**src/rtl/spi_slave_rx_if.sv**
```systemverilog
// SPI slave receiver bus: SPI pins, mode selects, reply load path and
// received-byte outputs. The "master" modport is the side that drives the
// SPI lines and the reply byte; "slave" is the receiver itself.
interface spi_slave_rx_if;
    logic       polarity;
    logic       phase;
    logic       spi_clk;
    logic       cs;
    logic       mosi;
    logic       miso;
    logic [7:0] tx_data;
    logic       tx_load;
    logic [7:0] rx_data;
    logic       rx_valid;
    logic       busy;

    modport master (
        output polarity, phase, spi_clk, cs, mosi, tx_data, tx_load,
        input  miso, rx_data, rx_valid, busy
    );

    modport slave (
        input  polarity, phase, spi_clk, cs, mosi, tx_data, tx_load,
        output miso, rx_data, rx_valid, busy
    );
endinterface

```
**src/rtl/spi_slave_rx.sv**
```systemverilog
// spi_slave_rx: oversampling SPI slave in the clk domain. Synchronizes
// spi_clk/cs/mosi, rebuilds MSB-first bytes in any of the four SPI modes and
// pulses rx_valid once per byte, while shifting a reply byte out on miso.
// Optional feature macro: SPI_SLAVE_FRAME_ERR_EN adds a frame_err pulse when
// cs rises in the middle of a byte.
module spi_slave_rx #(
    parameter int         SYNC_STAGES = 2,
    parameter logic [7:0] IDLE_BYTE   = 8'hFF
) (
    input  logic          clk,
    input  logic          reset,
    spi_slave_rx_if.slave bus
`ifdef SPI_SLAVE_FRAME_ERR_EN
    ,
    output logic          frame_err
`endif
);

    typedef enum logic {IDLE, ACTIVE} state_t;

    logic [SYNC_STAGES-1:0] sclk_sync;
    logic [SYNC_STAGES-1:0] cs_sync;
    logic [SYNC_STAGES-1:0] mosi_sync;
    logic                   sclk_prev;
    logic                   cs_prev;

    logic sclk_s;
    logic cs_s;
    logic mosi_s;
    logic sclk_rise;
    logic sclk_fall;
    logic cs_rise;
    logic cs_fall;
    logic leading_edge;
    logic trailing_edge;
    logic sample_edge;
    logic launch_edge;

    state_t     state;
    logic       busy_r;
    logic       pol_l;
    logic       pha_l;
    logic [2:0] bit_cnt;
    logic [6:0] rx_shift;
    logic [7:0] rx_data_r;
    logic       rx_valid_r;
    logic [7:0] tx_shift;
    logic [7:0] tx_buf;
    logic       tx_pending;
    logic       skip_launch;
    logic [7:0] reload_byte;
`ifdef SPI_SLAVE_FRAME_ERR_EN
    logic       frame_err_r;
`endif

    // Clock and data synchronizers; these carry no control state so they
    // are left unreset and simply flush within SYNC_STAGES cycles.
    always_ff @(posedge clk) begin
        sclk_sync <= {sclk_sync[SYNC_STAGES-2:0], bus.spi_clk};
        mosi_sync <= {mosi_sync[SYNC_STAGES-2:0], bus.mosi};
        sclk_prev <= sclk_sync[SYNC_STAGES-1];
    end

    // cs synchronizer resets low so that a cs still held low after reset is
    // not mistaken for a fresh falling edge; a new frame needs cs high first.
    always_ff @(posedge clk) begin
        if (reset) begin
            cs_sync <= '0;
            cs_prev <= 1'b0;
        end else begin
            cs_sync <= {cs_sync[SYNC_STAGES-2:0], bus.cs};
            cs_prev <= cs_sync[SYNC_STAGES-1];
        end
    end

    assign sclk_s = sclk_sync[SYNC_STAGES-1];
    assign cs_s   = cs_sync[SYNC_STAGES-1];
    assign mosi_s = mosi_sync[SYNC_STAGES-1];

    assign sclk_rise = sclk_s & ~sclk_prev;
    assign sclk_fall = ~sclk_s & sclk_prev;
    assign cs_rise   = cs_s & ~cs_prev;
    assign cs_fall   = ~cs_s & cs_prev;

    // Edge classes use the mode latched at the start of the frame.
    assign leading_edge  = pol_l ? sclk_fall : sclk_rise;
    assign trailing_edge = pol_l ? sclk_rise : sclk_fall;
    assign sample_edge   = pha_l ? trailing_edge : leading_edge;
    assign launch_edge   = pha_l ? leading_edge  : trailing_edge;

    // A tx_load coinciding with a reload goes straight into the shifter.
    assign reload_byte = bus.tx_load ? bus.tx_data :
                         (tx_pending ? tx_buf : IDLE_BYTE);

    // Frame FSM with receive shifter, reply shifter and reply buffer.
    always_ff @(posedge clk) begin
        if (reset) begin
            state       <= IDLE;
            busy_r      <= 1'b0;
            pol_l       <= 1'b0;
            pha_l       <= 1'b0;
            bit_cnt     <= 3'd0;
            rx_shift    <= 7'd0;
            rx_data_r   <= 8'd0;
            rx_valid_r  <= 1'b0;
            tx_shift    <= IDLE_BYTE;
            tx_buf      <= 8'd0;
            tx_pending  <= 1'b0;
            skip_launch <= 1'b0;
`ifdef SPI_SLAVE_FRAME_ERR_EN
            frame_err_r <= 1'b0;
`endif
        end else begin
            rx_valid_r <= 1'b0;
`ifdef SPI_SLAVE_FRAME_ERR_EN
            frame_err_r <= 1'b0;
`endif
            if (bus.tx_load) begin
                tx_buf     <= bus.tx_data;
                tx_pending <= 1'b1;
            end
            unique case (state)
                IDLE: begin
                    if (cs_fall) begin
                        state      <= ACTIVE;
                        busy_r     <= 1'b1;
                        pol_l      <= bus.polarity;
                        pha_l      <= bus.phase;
                        bit_cnt    <= 3'd0;
                        tx_shift   <= reload_byte;
                        tx_pending <= 1'b0;
                        // With phase=1 the first launch edge only presents
                        // the already-loaded MSB.
                        skip_launch <= bus.phase;
                    end
                end
                ACTIVE: begin
                    if (cs_rise) begin
                        state   <= IDLE;
                        busy_r  <= 1'b0;
                        bit_cnt <= 3'd0;
`ifdef SPI_SLAVE_FRAME_ERR_EN
                        frame_err_r <= (bit_cnt != 3'd0);
`endif
                    end else if (sample_edge) begin
                        rx_shift <= {rx_shift[5:0], mosi_s};
                        bit_cnt  <= bit_cnt + 3'd1;
                        if (bit_cnt == 3'd7) begin
                            rx_data_r  <= {rx_shift, mosi_s};
                            rx_valid_r <= 1'b1;
                            tx_shift   <= reload_byte;
                            tx_pending <= 1'b0;
                            // The next launch edge would otherwise shift away
                            // the freshly loaded MSB before it is sampled.
                            skip_launch <= 1'b1;
                        end
                    end else if (launch_edge) begin
                        if (skip_launch) begin
                            skip_launch <= 1'b0;
                        end else begin
                            tx_shift <= {tx_shift[6:0], 1'b1};
                        end
                    end
                end
                default: begin
                    state  <= IDLE;
                    busy_r <= 1'b0;
                end
            endcase
        end
    end

    assign bus.miso     = busy_r ? tx_shift[7] : 1'b1;
    assign bus.rx_data  = rx_data_r;
    assign bus.rx_valid = rx_valid_r;
    assign bus.busy     = busy_r;
`ifdef SPI_SLAVE_FRAME_ERR_EN
    assign frame_err    = frame_err_r;
`endif

endmodule

```
**src/flat_wrapper.sv**
```systemverilog
// flat-port wrapper written by rule: the top's interface ports become plain ports
module spi_slave_rx_flat 
#(
    parameter int         SYNC_STAGES = 2,
    parameter logic [7:0] IDLE_BYTE   = 8'hFF
)
  (clk, reset, bus_polarity, bus_phase, bus_spi_clk, bus_cs, bus_mosi, bus_tx_data, bus_tx_load, bus_miso, bus_rx_data, bus_rx_valid, bus_busy);
  spi_slave_rx_if bus_i ();
  input  logic clk;
  input  logic reset;
  input wire logic [$bits(bus_i.polarity)-1:0] bus_polarity;
  input wire logic [$bits(bus_i.phase)-1:0] bus_phase;
  input wire logic [$bits(bus_i.spi_clk)-1:0] bus_spi_clk;
  input wire logic [$bits(bus_i.cs)-1:0] bus_cs;
  input wire logic [$bits(bus_i.mosi)-1:0] bus_mosi;
  input wire logic [$bits(bus_i.tx_data)-1:0] bus_tx_data;
  input wire logic [$bits(bus_i.tx_load)-1:0] bus_tx_load;
  output wire logic [$bits(bus_i.miso)-1:0] bus_miso;
  output wire logic [$bits(bus_i.rx_data)-1:0] bus_rx_data;
  output wire logic [$bits(bus_i.rx_valid)-1:0] bus_rx_valid;
  output wire logic [$bits(bus_i.busy)-1:0] bus_busy;
  assign bus_i.polarity = bus_polarity;
  assign bus_i.phase = bus_phase;
  assign bus_i.spi_clk = bus_spi_clk;
  assign bus_i.cs = bus_cs;
  assign bus_i.mosi = bus_mosi;
  assign bus_i.tx_data = bus_tx_data;
  assign bus_i.tx_load = bus_tx_load;
  assign bus_miso = bus_i.miso;
  assign bus_rx_data = bus_i.rx_data;
  assign bus_rx_valid = bus_i.rx_valid;
  assign bus_busy = bus_i.busy;
  spi_slave_rx #(.SYNC_STAGES(SYNC_STAGES), .IDLE_BYTE(IDLE_BYTE)) u_core (.clk(clk), .reset(reset), .bus(bus_i));
endmodule
```
**config.mk**
```make
export PLATFORM = sky130hd
export DESIGN_NAME = spi_slave_rx_flat
export DESIGN_NICKNAME = d
export VERILOG_FILES = /design/src/rtl/spi_slave_rx_if.sv /design/src/rtl/spi_slave_rx.sv /design/src/flat_wrapper.sv
export SDC_FILE = /design/constraint.sdc
export NUM_CORES = 1
export LEC_CHECK = 0
export ABC_AREA = 1
export BUFFER_PORTS_ARGS = -buffer_cell sky130_fd_sc_hd__buf_2
export CORE_UTILIZATION = 40
export CTS_CLUSTER_DIAMETER = 150
export DETAILED_ROUTE_END_ITERATION = 16
export PLACE_DENSITY = 0.58
export RECOVER_POWER = 100
export SLEW_MARGIN = 5
export SYNTH_ARGS = -nofsm -noshare
export SYNTH_HDL_FRONTEND = slang
export SYNTH_SLANG_ARGS = --single-unit
```
**constraint.sdc**
```tcl
create_clock -name clk -period 3.55 [get_ports clk]
set_input_delay 0.355 -clock clk [delete_from_list [all_inputs] [get_ports clk]]
set_output_delay 0.355 -clock clk [all_outputs]
set_load 0.01 [all_outputs]
```
==> impl_results.rst, run 1 <==
.. list-table::
   :header-rows: 1

   * - Metric
     - Value
   * - Result of the run
     - finished, final reports clean
   * - Launching element type of the critical path
     - flop
   * - Horizontal die dimension
     - about 73 um
   * - Min Clock Period, post-route
     - 2400 ps
   * - Top-count cell post-synth
     - nand2_1
   * - Grt ovf
     - 0
   * - Effective utilization at floorplan
     - 42.3%
   * - Power per cell area
     - 460 nW/um^2
   * - Worst rel slew slack
     - 1.39%
   * - Setup repair bufs after CTS
     - 0
   * - Leakage dissipation
     - between 0.9 and 1 nW
   * - Met2 wire length
     - roughly 1.7 mm
   * - Drt via density
     - 4.81
   * - Kind of end point of the critical path
     - flop
   * - Detailed-routed wire length on met3
     - 114 um
   * - Maximum clock rate
     - 0.416 GHz
   * - Fraction of layout cells with a size suffix above 1
     - 13.9%
   * - Cell chosen for the clock root
     - clkbuf_8
   * - Data arrival, critical path
     - 2530 ps
   * - DRC violation count after routing
     - 0
   * - Height of the die
     - about 73 um
   * - Via count
     - around 1700
   * - Transition time at the pin with the least slew margin
     - around 1500 ps
   * - Total number of placement rows
     - 25
   * - Final WS setup
     - 1150 ps
   * - Latest clock arrival within the worst-skew pair
     - roughly 300 ps
   * - Pin count of the biggest net entering global routing
     - 34
   * - Final wirelength
     - 4.03 mm
   * - Boundary Pins
     - 27
   * - Synth cell count leaders
     - nand2_1 (67), dfxtp_1 (49), a21oi_1 (21), nor2_1 (21), nand3_1 (20)
   * - # hold bufs at CTS
     - 0
   * - Count of synthesis-stage warnings from yosys
     - 0
   * - Final critical-path share of the clock period
     - 67.7%
   * - CTS clk-pin slew, worst paths
     - 90 ps
   * - Post-layout net count
     - 298
   * - Resized cells post-CTS
     - 0
   * - Max Buffers Root-to-Sink
     - 2
   * - Area share of the largest cell type after synthesis
     - 48.1%
   * - Antenna violation net count after detailed routing
     - 0
   * - Worst-case clock skew
     - between 7 and 8 ps
   * - Number of antenna violations at the first check in global routing
     - 0
   * - # clock sinks
     - 49
   * - CTS buffer count
     - 5
   * - Count of input and output buffers
     - 26
   * - Required time at the worst-slack endpoint
     - 3680 ps
   * - Sequential area share after synthesis
     - 48.1%
   * - Final setup fails
     - 0
   * - Overall Global Routing Usage
     - 16.5%
   * - Placed Instance Area
     - 2170 um^2
   * - Antenna diodes
     - 0
   * - Post-synth EDFFs
     - 0
   * - Synth unique cells
     - 25
   * - Highest routed metal layer
     - met4
   * - Start-to-end type of the worst setup path
     - flop to flop
   * - Maximum resistive drop on vdd
     - approximately 0.23 mV
   * - Vias in the first global route
     - 1456
   * - Area of the core
     - 4820 um^2
   * - Wire length per cell
     - 11.6 um
   * - Multi-input combinational cell area
     - a little under 900 um^2
   * - Most area-hungry cell type in the Yosys netlist
     - dfxtp_1
   * - Number of violations of the max-capacitance limit
     - 0
   * - Number of nets produced by synthesis
     - ~280
   * - Met1 wire length
     - 2.13 mm
   * - Synthesized area
     - 2040 um^2
   * - Global-route wire length before repair
     - 6.69 mm
   * - Design Area, Final
     - 2220 um^2
   * - Number of detailed-route iterations in the first pass
     - 4
   * - Asr flop ratio synth
     - 0%
   * - Routability Congestion
     - roughly 0.77
   * - Clock tree from TritonCTS
     - built
   * - Maximum fanout count along the critical path
     - 20
   * - Top area cells in the synthesized netlist
     - dfxtp_1 (48%), nand2_1 (12%), nand4_1 (5.5%), a21oi_1 (5.2%), nand3_1 (4.9%)
   * - Worst min path class
     - input pin to flop
   * - Synth-to-layout area growth
     - 8.90%
   * - Fin Setup TNS
     - 0 ps
   * - Synth Register Bits
     - 49
   * - Area enclosed by the die boundary
     - 5390 um^2
   * - CTS H-Tree Depth
     - 2
   * - Number of max-slew violations in the final report
     - 0
   * - Synthesized area per cell
     - approximately 7.8 um^2
   * - Fill cells
     - 530
   * - Storage element area
     - 981 um^2
   * - Post-Synthesis Cells
     - about 260
   * - Unrepaired setup endpoints after global routing
     - false
   * - Count of endpoints failing hold in the final timing report
     - 0
   * - Post-Place Worst Slack
     - 1340 ps
   * - Number of design-rule violations left by the first detailed-router iteration
     - 105
   * - Sum of net half-perimeters after detailed placement
     - between 2 and 3 mm
   * - Most instantiated flip-flop cell in the synthesis netlist
     - dfxtp_1
[layer usage]
layer / vias to the layer above / track usage, %
li1: 892 / -
met1: 752 / 23.4
met2: 25 / 23.7
met3: 5 / 2.88
met4: 0 / 8.97
met5: - / 0
[layout make-up]
class | count | area share [%]
Sequential cell | 49 | 44.2
Tap cell | 67 | 3.77
Inverter | 15 | 2.54
Clock buffer | 7 | 4.34
Timing Repair Buffer | 27 | 5.35
Multi-Input combinational cell | 182 | 39.6
Clock inverter | 1 | 0.225
[cell families (layout without fill, tap and decap cells)]
group / count (synthesis) / after routing / share of synthesized area [%]
adders and majority gates: 2 / 2 / 1.23
DFF: 49 / 49 / 48.1
buffers and inverters: 30 / 50 / 7.12
AOI/OAI and AO/OA: 32 / 32 / 7.98
and+or+nand+nor: 147 / 147 / 35.1
muxes: 1 / 1 / 0.491
[worst paths after layout]
kind                             from                    end  slack [ps]  depth (start not counted)
setup / recovery         u_core.state  u_core.bus.rx_data[7]        1150                          6
hold / removal               bus_mosi    u_core.mosi_sync[0]         150                          1
setup reg to reg         u_core.state  u_core.bus.rx_data[7]        1150                          6
hold reg to reg   u_core.mosi_sync[0]    u_core.mosi_sync[1]         330                          0
[worst max-delay path: stages (launching register included)]
cell	delay (ps)
dfxtp_1	610
inv_1	200
nor2_1	130
clkbuf_1	580
nand3_1	460
nand2_1	160
a21oi_1	70
[stage by stage]
step	hold WS, ps	cells	total power [W]	utilization (%)
final	147	348	0.00102	46.1
after global routing	136	348	0.00106	46.1
after CTS	141	348	0.00103	47.2
after detailed placement	315	340	0.000679	45.1
after global placement	311	340	0.000678	45.1
after floorplan	310	261	0.000661	-
[power breakdown]
part / internal (W) / leakage [nW] / switching [W]
Sequential: 0.000568 / 0.401 / 0.00000814
Combinational: 0.0000310 / 0.473 / 0.0000549
Clock: 0.000176 / 0.0542 / 0.000182
Total: 0.000776 / 0.928 / 0.000245
[state kept, by name, indices dropped and copies added (netlist names)]
| name | count |
|---|---|
| u_core.rx_shift | 7 |
| u_core.skip_launch | 1 |
| u_core.cs_prev | 1 |
| u_core.sclk_prev | 1 |
| u_core.bus.busy | 1 |
| u_core.cs_sync | 2 |
| u_core.tx_shift | 8 |
| u_core.sclk_sync | 2 |
| u_core.tx_buf | 8 |
| u_core.mosi_sync | 2 |
| u_core.state | 1 |
| u_core.bus.rx_data | 8 |
| u_core.pha_l | 1 |
| u_core.pol_l | 1 |
| u_core.tx_pending | 1 |
| u_core.bus.rx_valid | 1 |
| u_core.bit_cnt | 3 |
[cell usage in the layout (no fill, tap or decap), types with 10 or more instances in the layout]
cell type and count:
inv_1 14, dfxtp_1 49, clkbuf_1 13, nand2_1 69
a21oi_1 21, nor2_1 22, o21ai_0 10, nand4_1 18
nand3_1 21, buf_2 14
Note: power is estimated with default switching activity, not from simulation.
==> run 2: changes to the inputs <==
clock period = 2.29 ns   (was 3.55 ns; I/O delays follow)
==> run 2 against run 1 <==
Effect of this change: combinational power rose by 66%; clock skew fell by 1.8 ps; count of clock-buffer cells in the layout did not move; critical path depth rose by 2; final cell count rose by 1.1%; non-clock buffer count rose by 5; global-route usage rose by 0.79 points; highest routed layer unchanged; design area rose by 1.7%; routed wire length rose by 0.42%; sequential power rose by 55%; register-to-register slack got worse by 580 ps; die area did not move.
==> impl_results.rst, run 2 (same netlist as run 1, synthesis figures left out) <==
.. list-table::
   :header-rows: 1

   * - Metric
     - Value
   * - Maximum clock rate
     - 0.579 GHz
   * - Data arrival, critical path
     - 1850 ps
   * - Launching element type of the critical path
     - flop
   * - CTS H-Tree Depth
     - 2
   * - Storage element area
     - about 1000 um^2
   * - RR Startpoint
     - u_core.sclk_prev
   * - Worst reg2reg setup slack
     - 560 ps
   * - Result of the run
     - finished, final reports clean
   * - Grt ovf
     - 0
   * - Setup repair bufs after CTS
     - 0
   * - Worst-case clock skew
     - slightly below 6 ps
   * - Final wirelength
     - between 4 and 5 mm
   * - Post-layout net count
     - slightly above 300
   * - Boundary Pins
     - 27
   * - Overall Global Routing Usage
     - 17.3%
   * - Fin Setup TNS
     - 0 ps
   * - Min Clock Period, post-route
     - ~1700 ps
   * - Most frequent cells in the layout
     - nand2_1 (68), dfxtp_1 (49), nor2_1 (22)
   * - Routability Congestion
     - 0.786
   * - Count of input and output buffers
     - 26
   * - Number of detailed-route iterations in the first pass
     - 4
   * - Number of design-rule violations left by the first detailed-router iteration
     - 90
   * - Synth-to-layout area growth
     - 10.8%
   * - Start-to-end type of the worst setup path
     - flop to flop
   * - Number of antenna violations at the first check in global routing
     - 0
   * - Unrepaired setup endpoints after global routing
     - false
   * - Clock tree from TritonCTS
     - built
   * - Pin count of the biggest net entering global routing
     - 33
   * - CTS clk-pin slew, worst paths
     - 80 ps
   * - Final critical-path share of the clock period
     - 75.4%
   * - Latest clock arrival within the worst-skew pair
     - 290 ps
   * - Horizontal die dimension
     - 73.4 um
   * - Fraction of layout cells with a size suffix above 1
     - 15.4%
   * - Required time at the worst-slack endpoint
     - 2410 ps
   * - Global-route wire length before repair
     - 6.98 mm
   * - Kind of end point of the critical path
     - flop
   * - Worst setup path start
     - u_core.sclk_prev
   * - Area of the core
     - 4820 um^2
   * - Total number of placement rows
     - 25
   * - Power per cell area
     - 679 nW/um^2
   * - Vias in the first global route
     - approximately 1500
   * - Final setup fails
     - 0
   * - Via count
     - ~1700
   * - Resized cells post-CTS
     - 0
   * - Final standard cell utilization of the core
     - 46.9%
   * - Antenna violation net count after detailed routing
     - 0
   * - # clock sinks
     - 49
   * - DRC violation count after routing
     - 0
   * - Maximum resistive drop on vdd
     - 0.352 mV
   * - Wire length per cell
     - around 12 um
   * - Fill cells
     - 528
   * - Height of the die
     - 73.4 um
   * - Worst min path class
     - input pin to flop
   * - Sum of net half-perimeters after detailed placement
     - ~2.8 mm
   * - CTS buffer count
     - 5
   * - Max Buffers Root-to-Sink
     - 2
   * - Transition time at the pin with the least slew margin
     - between 1000 and 1500 ps
   * - Cell chosen for the clock root
     - clkbuf_8
   * - Critical R2R Capture
     - u_core.rx_shift[5]
   * - Maximum fanout count along the critical path
     - 19
   * - # hold bufs at CTS
     - 0
   * - Number of max-slew violations in the final report
     - 0
   * - Leakage dissipation
     - 0.944 nW
   * - Count of endpoints failing hold in the final timing report
     - 0
   * - Drt via density
     - 4.79
   * - Multi-input combinational cell area
     - 898 um^2
   * - Area enclosed by the die boundary
     - 5390 um^2
   * - Effective utilization at floorplan
     - 42.3%
   * - Leading cell type in the layout, fill and taps excluded
     - nand2_1
   * - Capture point of the critical path
     - u_core.rx_shift[5]
   * - Antenna diodes
     - 0
   * - Worst rel slew slack
     - 4.52%
   * - Number of violations of the max-capacitance limit
     - 0
   * - Path depth of the worst reg2reg path
     - 8
## run 2: how the worst min path moves through the flow
| stage | cells past startpoint | start | endpoint | slack, ps |
|---|---|---|---|---|
| after detailed placement | 0 | u_core.mosi_sync[0] | u_core.mosi_sync[1] | 310 |
| after floorplan | 0 | bus_mosi | u_core.mosi_sync[0] | 260 |
| after global routing | 1 | bus_mosi | u_core.mosi_sync[0] | 20 |
| after CTS | 1 | bus_mosi | u_core.mosi_sync[0] | 20 |
| after global placement | 0 | u_core.sclk_sync[0] | u_core.sclk_sync[1] | 310 |
| final | 1 | bus_mosi | u_core.mosi_sync[0] | 30 |
## run 2: final cells by class
cell class                 instances  area share (%)
clock buffer                       7            3.82
timing repair buffer              32            6.81
sequential                        49            43.4
multi-input combinational        182            39.8
tap                               67            3.71
inverter                          15            2.49
## run 2: stage by stage
stage	hold WS (ps)	cell area [um^2]	std cells	power [W]	setup WS, ps
detailed placement	312	2210	345	0.00106	614
floorplan	257	2040	261	0.00103	876
CTS	18.6	2300	352	0.00156	604
global route	17.1	2260	352	0.00162	361
finish	27.5	2260	352	0.00154	563
global placement	310	2210	345	0.00106	693
## run 2: critical path: stages, from the launching register on
cell and delay (ps):
dfxtp_1 350, inv_1 50, nor2_2 90, nand2_1 240
nand2_1 200, buf_4 250, nand2_1 200, nand2_1 120
a21oi_1 60
## run 2: report_power, final
group	leakage (nW)	switching [W]	total, W	internal, W
Sequential	0.401	0.0000114	0.000892	0.000881
Combinational	0.498	0.0000899	0.000143	0.0000526
Clock	0.0443	0.000261	0.000500	0.000240
## run 2: routing by layer
layer | vias to the layer above | part of all wire, % | track usage [%]
met5 | - | 0 | 0
met4 | 0 | 1.5 | 7.69
met3 | 5 | 2.4 | 4.53
met2 | 22 | 42 | 24.3
met1 | 752 | 54 | 24.7
li1 | 907 | - | -
==> run 3: changes to the inputs <==
clock period = 1.7 ns   (was 2.29 ns; I/O delays follow)
==> run 3 against run 2 <==
Effect of this change: power is 35% higher; design area is 1.8% higher; non-clock buffer count is 3 higher; combinational power rose by 39%; via count is 1.4% higher; utilization grew 0.83 points; worst hold slack improved by 54 ps; maximum frequency increased by 16%; clock power up 36%; die area is the same; highest routed layer unchanged.
==> impl_results.rst, run 3 (same netlist as run 1, synthesis figures left out) <==
.. list-table::
   :header-rows: 1

   * - Metric
     - Value
   * - Fin Setup TNS
     - 0 ps
   * - Required time at the worst-slack endpoint
     - 1930 ps
   * - Number of antenna violations at the first check in global routing
     - 0
   * - Height of the die
     - 73.4 um
   * - Maximum fanout count along the critical path
     - 20
   * - Path depth of the worst reg2reg path
     - 8
   * - Worst-case clock skew
     - 5.17 ps
   * - Antenna diodes
     - 0
   * - Number of detailed-route iterations in the first pass
     - 4
   * - Global-route wire length before repair
     - 7.03 mm
   * - Instance count along the most critical hold path
     - 3
   * - Resized cells post-CTS
     - 0
   * - Maximum resistive drop on vdd
     - 0.518 mV
   * - Kind of end point of the critical path
     - flop
   * - Routability Congestion
     - around 0.75
   * - Min-Delay Startpoint
     - bus_cs
   * - CTS buffer count
     - 5
   * - Area of the core
     - 4820 um^2
   * - Antenna violation net count after detailed routing
     - 0
   * - Data arrival, critical path
     - 1710 ps
   * - Launching element type of the critical path
     - flop
   * - Max Buffers Root-to-Sink
     - 2
   * - Final wirelength
     - between 4 and 5 mm
   * - Fill cells
     - 518
   * - Cell chosen for the clock root
     - clkbuf_8
   * - Leading cell type in the layout, fill and taps excluded
     - nand2_1
   * - Post-layout net count
     - between 300 and 400
   * - P_sw
     - 0.000494 W
   * - Overall power after layout
     - approximately 0.0021 W
   * - Worst min path class
     - input pin to flop
   * - CTS clk-pin slew, worst paths
     - 80 ps
   * - Horizontal die dimension
     - 73.4 um
   * - DRC violation count after routing
     - 0
   * - Pin count of the biggest net entering global routing
     - 33
   * - Worst setup path start
     - u_core.cs_sync[1]
   * - Vias in the first global route
     - approximately 1500
   * - Clock tree from TritonCTS
     - built
   * - Grt ovf
     - 0
   * - Maximum clock rate
     - 0.674 GHz
   * - Count of input and output buffers
     - 26
   * - # clock sinks
     - 49
   * - Result of the run
     - finished, final reports clean
   * - Relative contribution of sequential cells to total power
     - 57.8%
   * - Synth-to-layout area growth
     - 12.8%
   * - Switch share
     - 23.8%
   * - Area enclosed by the die boundary
     - 5390 um^2
   * - Sum of net half-perimeters after detailed placement
     - 2.81 mm
   * - Combinational fraction of design power
     - 9.6%
   * - Transition time at the pin with the least slew margin
     - 419 ps
   * - Most frequent cells in the layout
     - nand2_1 (68), dfxtp_1 (49), nor2_1 (21), a21oi_1 (21), nand3_1 (20)
   * - Share of total power in the clock network
     - 32.7%
   * - Number of max-slew violations in the final report
     - 0
   * - Final critical-path share of the clock period
     - 87.3%
   * - Final setup fails
     - 0
   * - Drt via density
     - about 4.8
   * - Hold WS
     - roughly 82 ps
   * - Start-to-end type of the worst setup path
     - flop to flop
   * - Wire length per cell
     - 11.6 um
   * - Count of endpoints failing hold in the final timing report
     - 0
   * - RR Startpoint
     - u_core.cs_sync[1]
   * - Overall Global Routing Usage
     - 17.1%
   * - Leakage dissipation
     - roughly 0.96 nW
   * - # hold bufs at CTS
     - 2
   * - Via count
     - 1710
   * - Min Clock Period, post-route
     - 1480 ps
   * - Setup repair bufs after CTS
     - 0
   * - Internal Pwr Total
     - 0.00159 W
   * - Power per cell area
     - 904 nW/um^2
   * - Worst rel slew slack
     - just over 70%
   * - Total number of placement rows
     - 25
   * - Boundary Pins
     - 27
   * - Number of violations of the max-capacitance limit
     - 0
   * - Number of design-rule violations left by the first detailed-router iteration
     - roughly 140
   * - Effective utilization at floorplan
     - 42.3%
   * - Latest clock arrival within the worst-skew pair
     - 300 ps
   * - Unrepaired setup endpoints after global routing
     - false
   * - CTS H-Tree Depth
     - 2
   * - Fraction of layout cells with a size suffix above 1
     - 17.0%
## run 3: cell types whose count changed in the layout (fill, tap and decap cells not counted)
cell           change
nor2_1             -1
clkbuf_1           -2
clkbuf_2           +3
nor2_4             +1
dlygate4sd3_1      +2
nand3_2            +1
nand3_1            -1
## run 3: metrics by stage
stage          util, %  setup slack [ps]  cell area (um^2)  cells
2_1_floorplan        -               286              2040    261
3_3_place_gp      46.3               290              2230    346
3_5_place_dp      46.3               235              2230    346
4_1_cts           48.5               229              2340    355
5_1_grt           47.7              41.8              2300    355
6_report          47.7               216              2300    355
## run 3: final timing paths
kind | end | slack (ps)
hold / removal | u_core.cs_sync[0] | 80
hold reg to reg | u_core.sclk_sync[1] | 330
setup / recovery | u_core.bit_cnt[0] | 220
setup reg to reg | u_core.bit_cnt[0] | 220
## run 3: layout make-up
| class | count | area, um^2 | area share (%) |
|---|---|---|---|
| clock buffer | 7 | 86.3 | 3.75 |
| inverter | 15 | 56.3 | 2.45 |
| multi-input combinational | 182 | 911 | 39.6 |
| sequential | 49 | 981 | 42.7 |
| tap | 67 | 83.8 | 3.65 |
| timing repair buffer | 35 | 181 | 7.89 |
## run 3: worst max-delay path, cell delays in order, from the launching register on
cell and delay, ps:
dfxtp_1 300, inv_1 90, nor2_1 80, nor2_1 90, clkbuf_2 370, nand3_1 170, nand2_1 130, nand2_1 60
a21oi_1 130
## run 3: per-layer routing
layer  up-vias  part of all wire (%)  wire length [um]  GRT usage, %
li1        911                     -                 -             -
met1       774                    52              2130          23.3
met2        21                    44              1820          26.0
met3         4                   2.8               117          4.12
met4         0                   1.2                48          6.84
met5         -                     0                 0             0
## run 3: power by group through the flow
| stage | Sequential (W) | Clock, W | Combinational [W] |
|---|---|---|---|
| 2_1_floorplan | 0.00123 | 0 | 0.000156 |
| 3_3_place_gp | 0.00123 | 0 | 0.000200 |
| 3_5_place_dp | 0.00123 | 0 | 0.000201 |
| 4_1_cts | 0.00120 | 0.000705 | 0.000206 |
| 5_1_grt | 0.00121 | 0.000749 | 0.000231 |
| 6_report | 0.00120 | 0.000680 | 0.000199 |
